**src/rtl/fxp_mult_arbiter.sv**
```systemverilog
// rtl/fxp_mult_arbiter.sv - round-robin arbiter in front of one sequential Q2.2 shift-and-add multiplier
// Two requesters share the multiplier; the product is returned with the winner's id over a valid/ready port.
module fxp_mult_arbiter #(
    parameter int W    = 4,
    parameter int FRAC = 2
) (
    input  logic           clk,
    input  logic           rst,
    input  logic           req0_valid,
    input  logic [W-1:0]   req0_a,
    input  logic [W-1:0]   req0_b,
    output logic           req0_ready,
    input  logic           req1_valid,
    input  logic [W-1:0]   req1_a,
    input  logic [W-1:0]   req1_b,
    output logic           req1_ready,
    output logic           rsp_valid,
    input  logic           rsp_ready,
    output logic           rsp_id,
    output logic [2*W-1:0] rsp_product
);
    localparam int CW = (W > 1) ? $clog2(W) : 1;

    typedef enum logic [1:0] {
        IDLE,
        MUL,
        RESP
    } state_t;

    state_t         state;
    logic           prio;
    logic           id;
    logic [W-1:0]   a_reg;
    logic [W-1:0]   b_reg;
    logic [2*W-1:0] acc;
    logic [2*W-1:0] partial;
    logic [2*W-1:0] acc_next;
    logic [CW-1:0]  cnt;
    logic           grant0;
    logic           grant1;

    // prio names the requester that wins when both are valid; a lone requester always wins
    assign grant0 = !rst && (state == IDLE) && req0_valid && (!prio || !req1_valid);
    assign grant1 = !rst && (state == IDLE) && req1_valid && (prio || !req0_valid);

    assign req0_ready = grant0;
    assign req1_ready = grant1;

    assign partial  = b_reg[cnt] ? ({{W{1'b0}}, a_reg} << cnt) : '0;
    assign acc_next = acc + partial;

    always_ff @(posedge clk) begin
        if (rst) begin
            state       <= IDLE;
            prio        <= 1'b0;
            id          <= 1'b0;
            a_reg       <= '0;
            b_reg       <= '0;
            acc         <= '0;
            cnt         <= '0;
            rsp_valid   <= 1'b0;
            rsp_id      <= 1'b0;
            rsp_product <= '0;
        end else begin
            case (state)
                IDLE: begin
                    if (grant0 || grant1) begin
                        a_reg <= grant0 ? req0_a : req1_a;
                        b_reg <= grant0 ? req0_b : req1_b;
                        id    <= grant1;
                        prio  <= grant0;
                        acc   <= '0;
                        cnt   <= '0;
                        state <= MUL;
                    end
                end
                MUL: begin
                    acc <= acc_next;
                    cnt <= cnt + 1'b1;
                    // last multiplier bit: publish the realigned (floored) product directly
                    if (cnt == CW'(W - 1)) begin
                        state       <= RESP;
                        rsp_valid   <= 1'b1;
                        rsp_id      <= id;
                        rsp_product <= acc_next >> FRAC;
                    end
                end
                RESP: begin
                    if (rsp_ready) begin
                        rsp_valid <= 1'b0;
                        state     <= IDLE;
                    end
                end
                default: state <= IDLE;
            endcase
        end
    end
endmodule
```
**config.mk**
```make
export PLATFORM = sky130hd
export DESIGN_NAME = fxp_mult_arbiter
export DESIGN_NICKNAME = d
export VERILOG_FILES = /design/src/rtl/fxp_mult_arbiter.sv
export SDC_FILE = /design/constraint.sdc
export NUM_CORES = 1
export LEC_CHECK = 0
export ABC_CLOCK_PERIOD_IN_PS = 6760
export BUFFER_PORTS_ARGS = -buffer_cell sky130_fd_sc_hd__buf_4
export CORE_UTILIZATION = 55
export CTS_BUF_LIST = sky130_fd_sc_hd__clkbuf_4 sky130_fd_sc_hd__clkbuf_8 sky130_fd_sc_hd__clkbuf_16
export DETAILED_ROUTE_END_ITERATION = 16
export HOLD_SLACK_MARGIN = 0.02
export PLACE_DENSITY = 0.77
export RECOVER_POWER = 25
export SLEW_MARGIN = 5
export SYNTH_ARGS = -nofsm -noshare
export SYNTH_HDL_FRONTEND = slang
export SYNTH_SLANG_ARGS = --single-unit
```
**constraint.sdc**
```tcl
create_clock -name clk -period 6.76 [get_ports clk]
set_input_delay 0.676 -clock clk [delete_from_list [all_inputs] [get_ports clk]]
set_output_delay 0.676 -clock clk [all_outputs]
set_load 0.01 [all_outputs]
```
==> summary.md, run 1 <==
| Metric | Value |
|---|---|
| Hold Path Class | `register to register` |
| First-pass GRT wire length | `6410 µm` |
| Antenna violation net count after detailed routing | `0` |
| Setup CP Type | `register to register` |
| Outcome | `completed` |
| Die width | `59.1 µm` |
| # rows | `20` |
| Min cycle time layout | `2810 ps` |
| Reg power frac | `0.538` |
| Tot GR Track Use | `0.251` |
| Final WS setup | `3950 ps` |
| Multi-input logic area | `1090 µm²` |
| CP startpoint kind | `register` |
| Core Area | `3080 µm²` |
| Power density over the cells | `177 nW/µm²` |
| Syn Inst Count | `208` |
| DR vias/cell | `5.87` |
| Synth warn | `0` |
| NetSw | `0.101 mW` |
| Clock-pin slew on the worst setup and hold paths | `100 ps` |
| Dpl ws | `3990 ps` |
| Starting Density | `0.582` |
| Drt pass-1 iters | `4` |
| Simple-Gate Fraction of Synth Area | `0.250` |
| Leakage power | `0.849 nW` |
| Setup TNS | `0 ps` |
| Root Buffer | `clkbuf_4` |
| Final Skew | `9.17 ps` |
| Cell internal pwr | `0.258 mW` |
| Dpl cell area | `1990 µm²` |
| Worst slew margin | `0.529` |
| Fill cells | `271` |
| # diodes | `0` |
| Post-CTS Setup Inserts | `0` |
| Number of global-route vias before repair | `1487` |
| Maximum VDD drop | `151 µV` |
| H-Tree Depth | `2` |
| Netlist cell types | `49` |
| Largest family of logic cells by synthesized area | `simple AND/OR/NAND/NOR gates` |
| Die height | `59.1 µm` |
| Seq/Total Area, Yosys | `0.335` |
| CP Capture Type | `register` |
| CP required | `6990 ps` |
| Antenna violations before repair | `0` |
| Synthesized flop and latch total | `30` |
| DRC Markers | `0` |
| Total wire length | `3940 µm` |
| Biggest regs | `acc (8), rsp_product (6)` |
| Share of cells above drive strength 1 | `0.188` |
| Synth Flop Type | `dfxtp_1` |
| Adder-cell area share of the yosys netlist | `0.0671` |
| Post-CTS Hold Buffers | `0` |
| Drt wl/cell | `14.2 µm` |
| Post-synthesis xor/xnor area fraction | `0.00489` |
| Via count | `1632` |
| Final Hold Viols | `0` |
| Gate power share | `0.146` |
| Fmax | `356 MHz` |
| R2R cell count | `7` |
| Final instance area | `2020 µm²` |
| RePlAce Congestion | `0.871` |
| Most flops, register | `acc` |
| Die footprint | `3490 µm²` |
| Synth async-reset ratio | `0` |
| Slew @ Worst Pin | `705 ps` |
| Worst-path fanout max | `16` |
| Period Utilization, post-route | `0.416` |
| Switching share of power | `0.281` |
| Crit path DAT | `3040 ps` |
| Top-count cell post-synth | `dfxtp_1` |
| Port bufs | `30` |
| Mapped Area | `1790 µm²` |
| Num CTS Buffers | `5` |
| Layout net count | `263` |
| Post-synthesis mux area share | `0.0692` |
| Worst Hold Depth | `2` |
| Clock Path Buffers | `2` |
| Avg Inst Size Synth | `8.61 µm²` |
| First DRT Iteration DRCs | `60` |
| Top cell type's share of synthesized area | `0.335` |
| Post-CTS Resized | `0` |
| Synth Area in Compound Gates | `0.216` |
| Worst-Skew Late Latency | `340 ps` |
| Post-synth EDFFs | `0` |
| CTS tree | `built` |
| Pin count of the biggest net entering global routing | `31` |
| Sequential cell area | `601 µm²` |
| RSZ-0062 raised after global routing | `no` |
| Detailed-placement wirelength estimate | `2980 µm` |
| Final Max Slew Viols | `0` |
| Max FFs per register | `8` |
| Synth area leader | `dfxtp_1` |
| Sink Count | `30` |
| Gr ovfl total | `0` |
| Post-synth top cells | `dfxtp_1 (30), nand2_1 (20), nand3_1 (19), nor2_1 (19), a21oi_1 (17)` |
| I/O pins | `33` |
| Area contributors post-synth | `dfxtp_1 (34%), ha_1 (5.6%), nand3_1 (5.3%)` |
| Max Cap Viol | `0` |
| Setup violators final | `0` |
| Area Growth Syn to Fin | `13.1%` |
| Clock power share | `0.316` |
==> routing by layer <==
layer | vias up | GRT usage | part of all wire
met4 | 0 | 0.126 | 0.022
met1 | 772 | 0.314 | 0.44
li1 | 810 | - | -
met3 | 9 | 0.0590 | 0.041
met5 | - | 0 | 0
met2 | 41 | 0.406 | 0.49
==> critical path, stage by stage, from the launching register on <==
cell      delay, ps
dfxtp_1         620
mux4_2          580
and2_1          160
ha_1            340
o21ai_0         320
o211ai_1        190
and2_1          190
o311ai_0        320
==> final timing paths <==
check	start	endpoint	slack [ps]
hold reg to reg	rsp_product[1]$_SDFFE_PP0P_	rsp_product[1]$_SDFFE_PP0P_	460
hold / removal	rsp_product[1]$_SDFFE_PP0P_	rsp_product[1]$_SDFFE_PP0P_	460
setup / recovery	cnt[0]$_SDFFE_PP0P_	rsp_product[5]$_SDFFE_PP0P_	3950
setup reg to reg	cnt[0]$_SDFFE_PP0P_	rsp_product[5]$_SDFFE_PP0P_	3950
==> placed cells by master, fill, tap and decap left out, drive strengths merged, types with 3 or more instances in the layout <==
cell / Yosys / routed
nor2: 19 / 19
nand3b: 4 / 4
buf: 9 / 23
o311ai: 4 / 4
a21oi: 17 / 17
nand3: 19 / 19
mux2i: 9 / 9
dfxtp: 30 / 30
a211oi: 10 / 10
o21ai: 6 / 6
and2: 5 / 5
nor3: 6 / 6
nand2b: 4 / 4
ha: 8 / 8
nand4: 3 / 3
a211o: 3 / 3
nand2: 20 / 20
clkbuf: 4 / 13
==> power groups by stage <==
stage | sequential (mW) | combinational [mW] | clock, mW
2_1_floorplan | 0.193 | 0.0403 | 0
3_3_place_gp | 0.196 | 0.0498 | 0
3_5_place_dp | 0.197 | 0.0523 | 0
4_1_cts | 0.193 | 0.0523 | 0.115
5_1_grt | 0.195 | 0.0574 | 0.126
6_report | 0.193 | 0.0522 | 0.113
==> logic make-up (layout without fill, tap and decap cells) <==
kind of cell	after synthesis	after routing
AO/OA/AOI/OAI	52	52
XOR/XNOR	1	1
adder cells (fa/ha/maj)	9	9
buffers and inverters	16	41
flip-flops	30	30
multiplexers	11	11
other	1	2
AND/OR/NAND/NOR	88	88
==> final cells by class <==
type	count	area share
Clock buffer	6	0.0253
Clock inverter	2	0.00618
Inverter	3	0.00556
Multi-Input combinational cell	163	0.541
Sequential cell	30	0.297
Tap cell	44	0.0272
Timing Repair Buffer	30	0.0983
==> stage by stage <==
stage / hold slack, ps / cells / power (mW) / utilization
finish: 462 / 278 / 0.359 / 0.658
detailed placement: 451 / 270 / 0.249 / 0.646
floorplan: 444 / 209 / 0.234 / -
CTS: 466 / 278 / 0.360 / 0.666
global route: 497 / 278 / 0.378 / 0.658
global placement: 444 / 270 / 0.246 / 0.646
Power figures use the tool's default switching activity.
==> run 2: changes to the inputs <==
--- a/config.mk
+++ b/config.mk
@@ -5,7 +5,7 @@
 export SDC_FILE = /design/constraint.sdc
 export NUM_CORES = 1
 export LEC_CHECK = 0
-export ABC_CLOCK_PERIOD_IN_PS = 6760
+export ABC_CLOCK_PERIOD_IN_PS = 2800
 export BUFFER_PORTS_ARGS = -buffer_cell sky130_fd_sc_hd__buf_4
 export CORE_UTILIZATION = 55
 export CTS_BUF_LIST = sky130_fd_sc_hd__clkbuf_4 sky130_fd_sc_hd__clkbuf_8 sky130_fd_sc_hd__clkbuf_16
==> constraint.sdc (replaced) <==
create_clock -name clk -period 2.8 [get_ports clk]
set_input_delay 0.28 -clock clk [delete_from_list [all_inputs] [get_ports clk]]
set_output_delay 0.28 -clock clk [all_outputs]
set_load 0.01 [all_outputs]
==> summary.md, run 2 (synthesis results as in run 1) <==
| Metric | Value |
|---|---|
| Outcome | `completed` |
| Worst-Skew Late Latency | `340 ps` |
| Root Buffer | `clkbuf_4` |
| Post-CTS Hold Buffers | `0` |
| Commonest non-fill, non-tap cell in the layout | `dfxtp_1` |
| Core Area | `3080 µm²` |
| Overall Power | `0.871 mW` |
| Layout net count | `264` |
| Tot GR Track Use | `0.248` |
| Clock-pin slew on the worst setup and hold paths | `90 ps` |
| Commonest cells after routing, fill and taps aside | `dfxtp_1 (30), buf_4 (23), nand2_1 (20)` |
| I/O pins | `33` |
| RePlAce Congestion | `0.953` |
| Die width | `59.1 µm` |
| Worst slew margin | `0.560` |
| Die footprint | `3490 µm²` |
| Setup CP Type | `register to register` |
| Die height | `59.1 µm` |
| # rows | `20` |
| Sink Count | `30` |
| Number of global-route vias before repair | `1438` |
| Starting Density | `0.582` |
| Dpl ws | `280 ps` |
| DR vias/cell | `5.91` |
| Min cycle time layout | `2610 ps` |
| Setup TNS | `0 ps` |
| Antenna violations before repair | `0` |
| DRC Markers | `0` |
| Most flops, register | `acc` |
| Cell family with most CP delay | `compound AO/OA/AOI/OAI gates` |
| Share of cells above drive strength 1 | `0.183` |
| Slew @ Worst Pin | `659 ps` |
| CP max-delay cell | `dfxtp_1` |
| Critical-path cell list | `mux2i_1, o22ai_1, and2_1, ha_1, o21ai_0, o211ai_1, and2_1, o311ai_0` |
| Area Growth Syn to Fin | `12.6%` |
| Total wire length | `4010 µm` |
| Clock Path Buffers | `2` |
| Util after Layout | `0.655` |
| Drt wl/cell | `14.4 µm` |
| Max FFs per register | `8` |
| CTS tree | `built` |
| Maximum VDD drop | `348 µV` |
| Multi-input logic area | `1080 µm²` |
| Antenna violation net count after detailed routing | `0` |
| Fmax | `384 MHz` |
| Post-CTS Setup Inserts | `0` |
| Detailed-placement wirelength estimate | `2900 µm` |
| CP startpoint kind | `register` |
| First DRT Iteration DRCs | `87` |
| Period Utilization, post-route | `0.931` |
| Bufs and invs on worst path | `0` |
| Final Max Slew Viols | `0` |
| Fill cells | `270` |
| Pin count of the biggest net entering global routing | `31` |
| Crit-path max cell delay | `550 ps` |
| CP required | `3020 ps` |
| Max Cap Viol | `0` |
| Final Hold Viols | `0` |
| RSZ-0062 raised after global routing | `no` |
| Crit path DAT | `2830 ps` |
| Worst-path fanout max | `11` |
| # diodes | `0` |
| First-pass GRT wire length | `6340 µm` |
| Post-CTS Resized | `0` |
| CP dominant cell by count | `and2_1` |
| Hold Path Class | `primary input to register` |
| Final Skew | `5.68 ps` |
| H-Tree Depth | `2` |
| Port bufs | `30` |
| CP Capture Type | `register` |
| Drt pass-1 iters | `4` |
| Biggest regs | `acc (8), rsp_product (6)` |
| Num CTS Buffers | `5` |
| Sequential cell area | `601 µm²` |
| Power density over the cells | `432 nW/µm²` |
| Via count | `1649` |
| Leakage power | `0.853 nW` |
| Final WS setup | `193 ps` |
| Setup violators final | `0` |
| Gr ovfl total | `0` |
[run 2: cell type report]
type / count / area share
multi-input combinational: 163 / 0.537
sequential: 30 / 0.298
clock inverter: 1 / 0.00248
timing repair buffer: 31 / 0.100
clock buffer: 7 / 0.0292
tap: 44 / 0.0273
inverter: 3 / 0.00558
[run 2: power breakdown]
part,switching (mW),internal [mW],total [mW]
registers,0.0190,0.444,0.463
logic,0.0709,0.0580,0.129
clock network,0.148,0.131,0.279
[run 2: through the flow]
| stage | instances | cell area [µm²] | hold slack (ps) |
|---|---|---|---|
| floorplan | 209 | 1790 | 444 |
| global placement | 271 | 1990 | 447 |
| detailed placement | 271 | 1990 | 456 |
| CTS | 279 | 2060 | 189 |
| global route | 279 | 2020 | 186 |
| finish | 279 | 2020 | 196 |
[run 2: worst paths after layout]
path | startpoint | end | slack (ps) | depth (start not counted)
setup / recovery | cnt[1]$_SDFFE_PP0P_ | rsp_product[5]$_SDFFE_PP0P_ | 190 | 8
hold / removal | rsp_ready | state[1]$_SDFFE_PP0P_ | 200 | 4
setup reg to reg | cnt[1]$_SDFFE_PP0P_ | rsp_product[5]$_SDFFE_PP0P_ | 190 | 8
hold reg to reg | rsp_product[1]$_SDFFE_PP0P_ | rsp_product[1]$_SDFFE_PP0P_ | 460 | 2
[run 2: routing by layer]
metal,up-vias,routed length [µm],track usage,part of all wire
li1,819,-,-,-
met1,776,1800,0.305,0.45
met2,45,1900,0.386,0.47
met3,9,232,0.0983,0.058
met4,0,76,0.105,0.019
met5,-,0,0,0
[run 2: worst reg2reg max path: stages (launching register included)]
cell	delay, ps
dfxtp_1	550
mux2i_1	310
o22ai_1	110
and2_1	180
ha_1	340
o21ai_0	310
o211ai_1	170
and2_1	180
o311ai_0	350
==> run 3: changes to the inputs <==
--- a/config.mk
+++ b/config.mk
@@ -5,6 +5,7 @@
 export SDC_FILE = /design/constraint.sdc
 export NUM_CORES = 1
 export LEC_CHECK = 0
+export ABC_AREA = 1
 export ABC_CLOCK_PERIOD_IN_PS = 2800
 export BUFFER_PORTS_ARGS = -buffer_cell sky130_fd_sc_hd__buf_4
 export CORE_UTILIZATION = 55
==> summary.md, run 3 <==
| Metric | Value |
|---|---|
| Outcome | `finished, violations left` |
| Failing checks | `DRC` |
| Fmax | `440 MHz` |
| # diodes | `0` |
| Clock power share | `0.318` |
| Switching share of power | `0.299` |
| R2R Setup Slk | `530 ps` |
| Synth Flop Type | `dfxtp_1` |
| Detailed-placement wirelength estimate | `2530 µm` |
| Post-CTS Setup Inserts | `0` |
| Die width | `58.0 µm` |
| Starting Density | `0.605` |
| Drt wl/cell | `11.1 µm` |
| Setup CP Type | `register to register` |
| Min cycle time layout | `2270 ps` |
| First DRT Iteration DRCs | `62` |
| Crit path DAT | `2570 ps` |
| Crit-path max cell delay | `790 ps` |
| Maximum VDD drop | `375 µV` |
| Drt pass-1 iters | `10` |
| Clock-pin slew on the worst setup and hold paths | `100 ps` |
| Cell internal pwr | `0.628 mW` |
| Worst-path fanout max | `12` |
| Root Buffer | `clkbuf_4` |
| NetSw | `0.268 mW` |
| Final Hold Viols | `0` |
| Biggest regs | `acc (8), rsp_product (6)` |
| Commonest non-fill, non-tap cell in the layout | `nand2_1` |
| Fill cells | `265` |
| Synth warn | `0` |
| Max FFs per register | `8` |
| Most flops, register | `acc` |
| Core Area | `2850 µm²` |
| Slew @ Worst Pin | `1040 ps` |
| Total wire length | `3470 µm` |
| Port bufs | `30` |
| I/O pins | `33` |
| Reg power frac | `0.512` |
| Die height | `58.0 µm` |
| Num CTS Buffers | `5` |
| DRC Markers | `1` |
| CTS tree | `built` |
| Netlist cell types | `30` |
| CP Capture Type | `register` |
| Pin count of the biggest net entering global routing | `25` |
| Top cell type's share of synthesized area | `0.348` |
| DR vias/cell | `5.13` |
| Post-synth top cells | `nand2_1 (66), inv_1 (39), dfxtp_1 (30), a21oi_1 (27), o21ai_1 (15)` |
| Leakage power | `1.01 nW` |
| RSZ-0062 raised after global routing | `no` |
| Synth area leader | `dfxtp_1` |
| Post-CTS Resized | `0` |
| Die footprint | `3370 µm²` |
| Clock Path Buffers | `2` |
| Power density over the cells | `456 nW/µm²` |
| Synthesized flop and latch total | `30` |
| Seq/Total Area, Yosys | `0.348` |
| Period Utilization, post-route | `0.812` |
| Hold path start | `req0_a[0]` |
| Worst Hold Depth | `3` |
| Worst slew margin | `0.304` |
| Via count | `1611` |
| CP required | `3100 ps` |
| Setup violators final | `0` |
| First-pass GRT wire length | `6220 µm` |
| Antenna violation net count after detailed routing | `0` |
| Hold_ws | `210 ps` |
| Area contributors post-synth | `dfxtp_1 (35%), nand2_1 (14%), inv_1 (8.5%)` |
| H-Tree Depth | `2` |
| Antenna violations before repair | `0` |
| Share of cells above drive strength 1 | `0.134` |
| Top-count cell post-synth | `nand2_1` |
| Max Cap Viol | `0` |
| Setup TNS | `0 ps` |
| Avg Inst Size Synth | `6.85 µm²` |
| Reg2reg end | `rsp_product[1]$_SDFFE_PP0P_` |
| RePlAce Congestion | `0.889` |
| Critical-path cell list | `inv_1, nor2_1, nand2_1, inv_2, o21ai_0, o21bai_1, inv_1` |
| CP dominant cell by count | `inv_1` |
| Final Skew | `8.16 ps` |
| Sink Count | `30` |
| Gate power share | `0.170` |
| Layout net count | `312` |
| Final Max Slew Viols | `0` |
| Gr ovfl total | `0` |
| Number of global-route vias before repair | `1469` |
| Area Growth Syn to Fin | `13.9%` |
| Commonest cells after routing, fill and taps aside | `nand2_1 (67), inv_1 (39), dfxtp_1 (30)` |
| Tot GR Track Use | `0.241` |
| CP max-delay cell | `nor2_1` |
| Synth async-reset ratio | `0` |
| Syn Inst Count | `252` |
| Worst-Skew Late Latency | `340 ps` |
| R2R cell count | `7` |
| # rows | `19` |
| Post-CTS Hold Buffers | `0` |
| CP startpoint kind | `register` |
| Hold path endpoint | `a_reg[0]$_SDFFE_PP0P_` |
| Hold Path Class | `primary input to register` |
| Mapped Area | `1730 µm²` |
| Post-synth EDFFs | `0` |
| Critical R2R Launch | `state[0]$_SDFFE_PP0P_` |
## run 3: changes by cell type in the layout (fill, tap and decap cells not counted), sizes merged, moves of 10 or more
cell	change
a211oi	-10
a21oi	+10
inv	+39
nand2	+49
o21ai	+20
## run 3: layer usage
| metal | vias up | wire, µm | global-route usage |
|---|---|---|---|
| met2 | 43 | 1510 | 0.386 |
| met3 | 6 | 205 | 0.0469 |
| met5 | - | 0 | 0 |
| met1 | 702 | 1710 | 0.318 |
| li1 | 860 | - | - |
| met4 | 0 | 41 | 0.102 |
## run 3: critical path, delay by kind of cell (launching register included)
family | cells | cell delay [ps]
and+or+nand+nor | 2 | 1210
buffers and inverters | 3 | 400
AOI/OAI and AO/OA | 2 | 250
DFF | 1 | 360
## run 3: layout make-up
class,instances,area [µm²],share of cell area
Timing Repair Buffer,31,203,0.103
Inverter,41,154,0.0783
Tap cell,31,38.8,0.0197
Clock buffer,6,51.3,0.0261
Sequential cell,30,601,0.306
Multi-Input combinational cell,173,906,0.461
Clock inverter,2,12.5,0.00637
## run 3: kinds of logic (layout without fill, tap and decap cells)
logic type      count (synthesis)  after routing  share of synthesized area
compound gates                 59             59                      0.180
xor+xnor                        3              3                     0.0152
fa+ha+maj                       9              9                     0.0696
buf+inv                        50             80                      0.123
flops                          30             30                      0.348
mux                             1              1                    0.00580
other cells                     1              2                    0.00217
simple gates                   99             99                      0.256
## run 3: through the flow
| step | instance area [µm²] | cells | worst slack (ps) | utilization | power [mW] |
|---|---|---|---|---|---|
| 6_report | 1970 | 314 | 525 | 0.689 | 0.896 |
| 5_1_grt | 1970 | 314 | 322 | 0.689 | 0.945 |
| 4_1_cts | 2010 | 314 | 677 | 0.703 | 0.903 |
| 3_5_place_dp | 1940 | 306 | 681 | 0.681 | 0.623 |
| 3_3_place_gp | 1940 | 306 | 706 | 0.681 | 0.621 |
| 2_1_floorplan | 1730 | 253 | 854 | - | 0.580 |
## run 3: worst max-delay path by stage
stage	from	end	slack, ps	cells after the start
floorplan	cnt[0]$_SDFFE_PP0P_	acc[4]$_SDFFE_PP0P_	850	11
global placement	cnt[0]$_SDFFE_PP0P_	rsp_product[4]$_SDFFE_PP0P_	710	16
detailed placement	cnt[0]$_SDFFE_PP0P_	rsp_product[4]$_SDFFE_PP0P_	680	13
CTS	cnt[0]$_SDFFE_PP0P_	rsp_product[4]$_SDFFE_PP0P_	680	13
global route	state[0]$_SDFFE_PP0P_	rsp_product[2]$_SDFFE_PP0P_	320	7
finish	state[0]$_SDFFE_PP0P_	rsp_product[1]$_SDFFE_PP0P_	530	7
## run 3: power by group through the flow
stage,Clock [mW],Combinational [mW],Sequential [mW]
finish,0.284,0.152,0.459
global route,0.310,0.173,0.462
CTS,0.289,0.155,0.459
detailed placement,0,0.154,0.469
global placement,0,0.152,0.469
floorplan,0,0.114,0.466
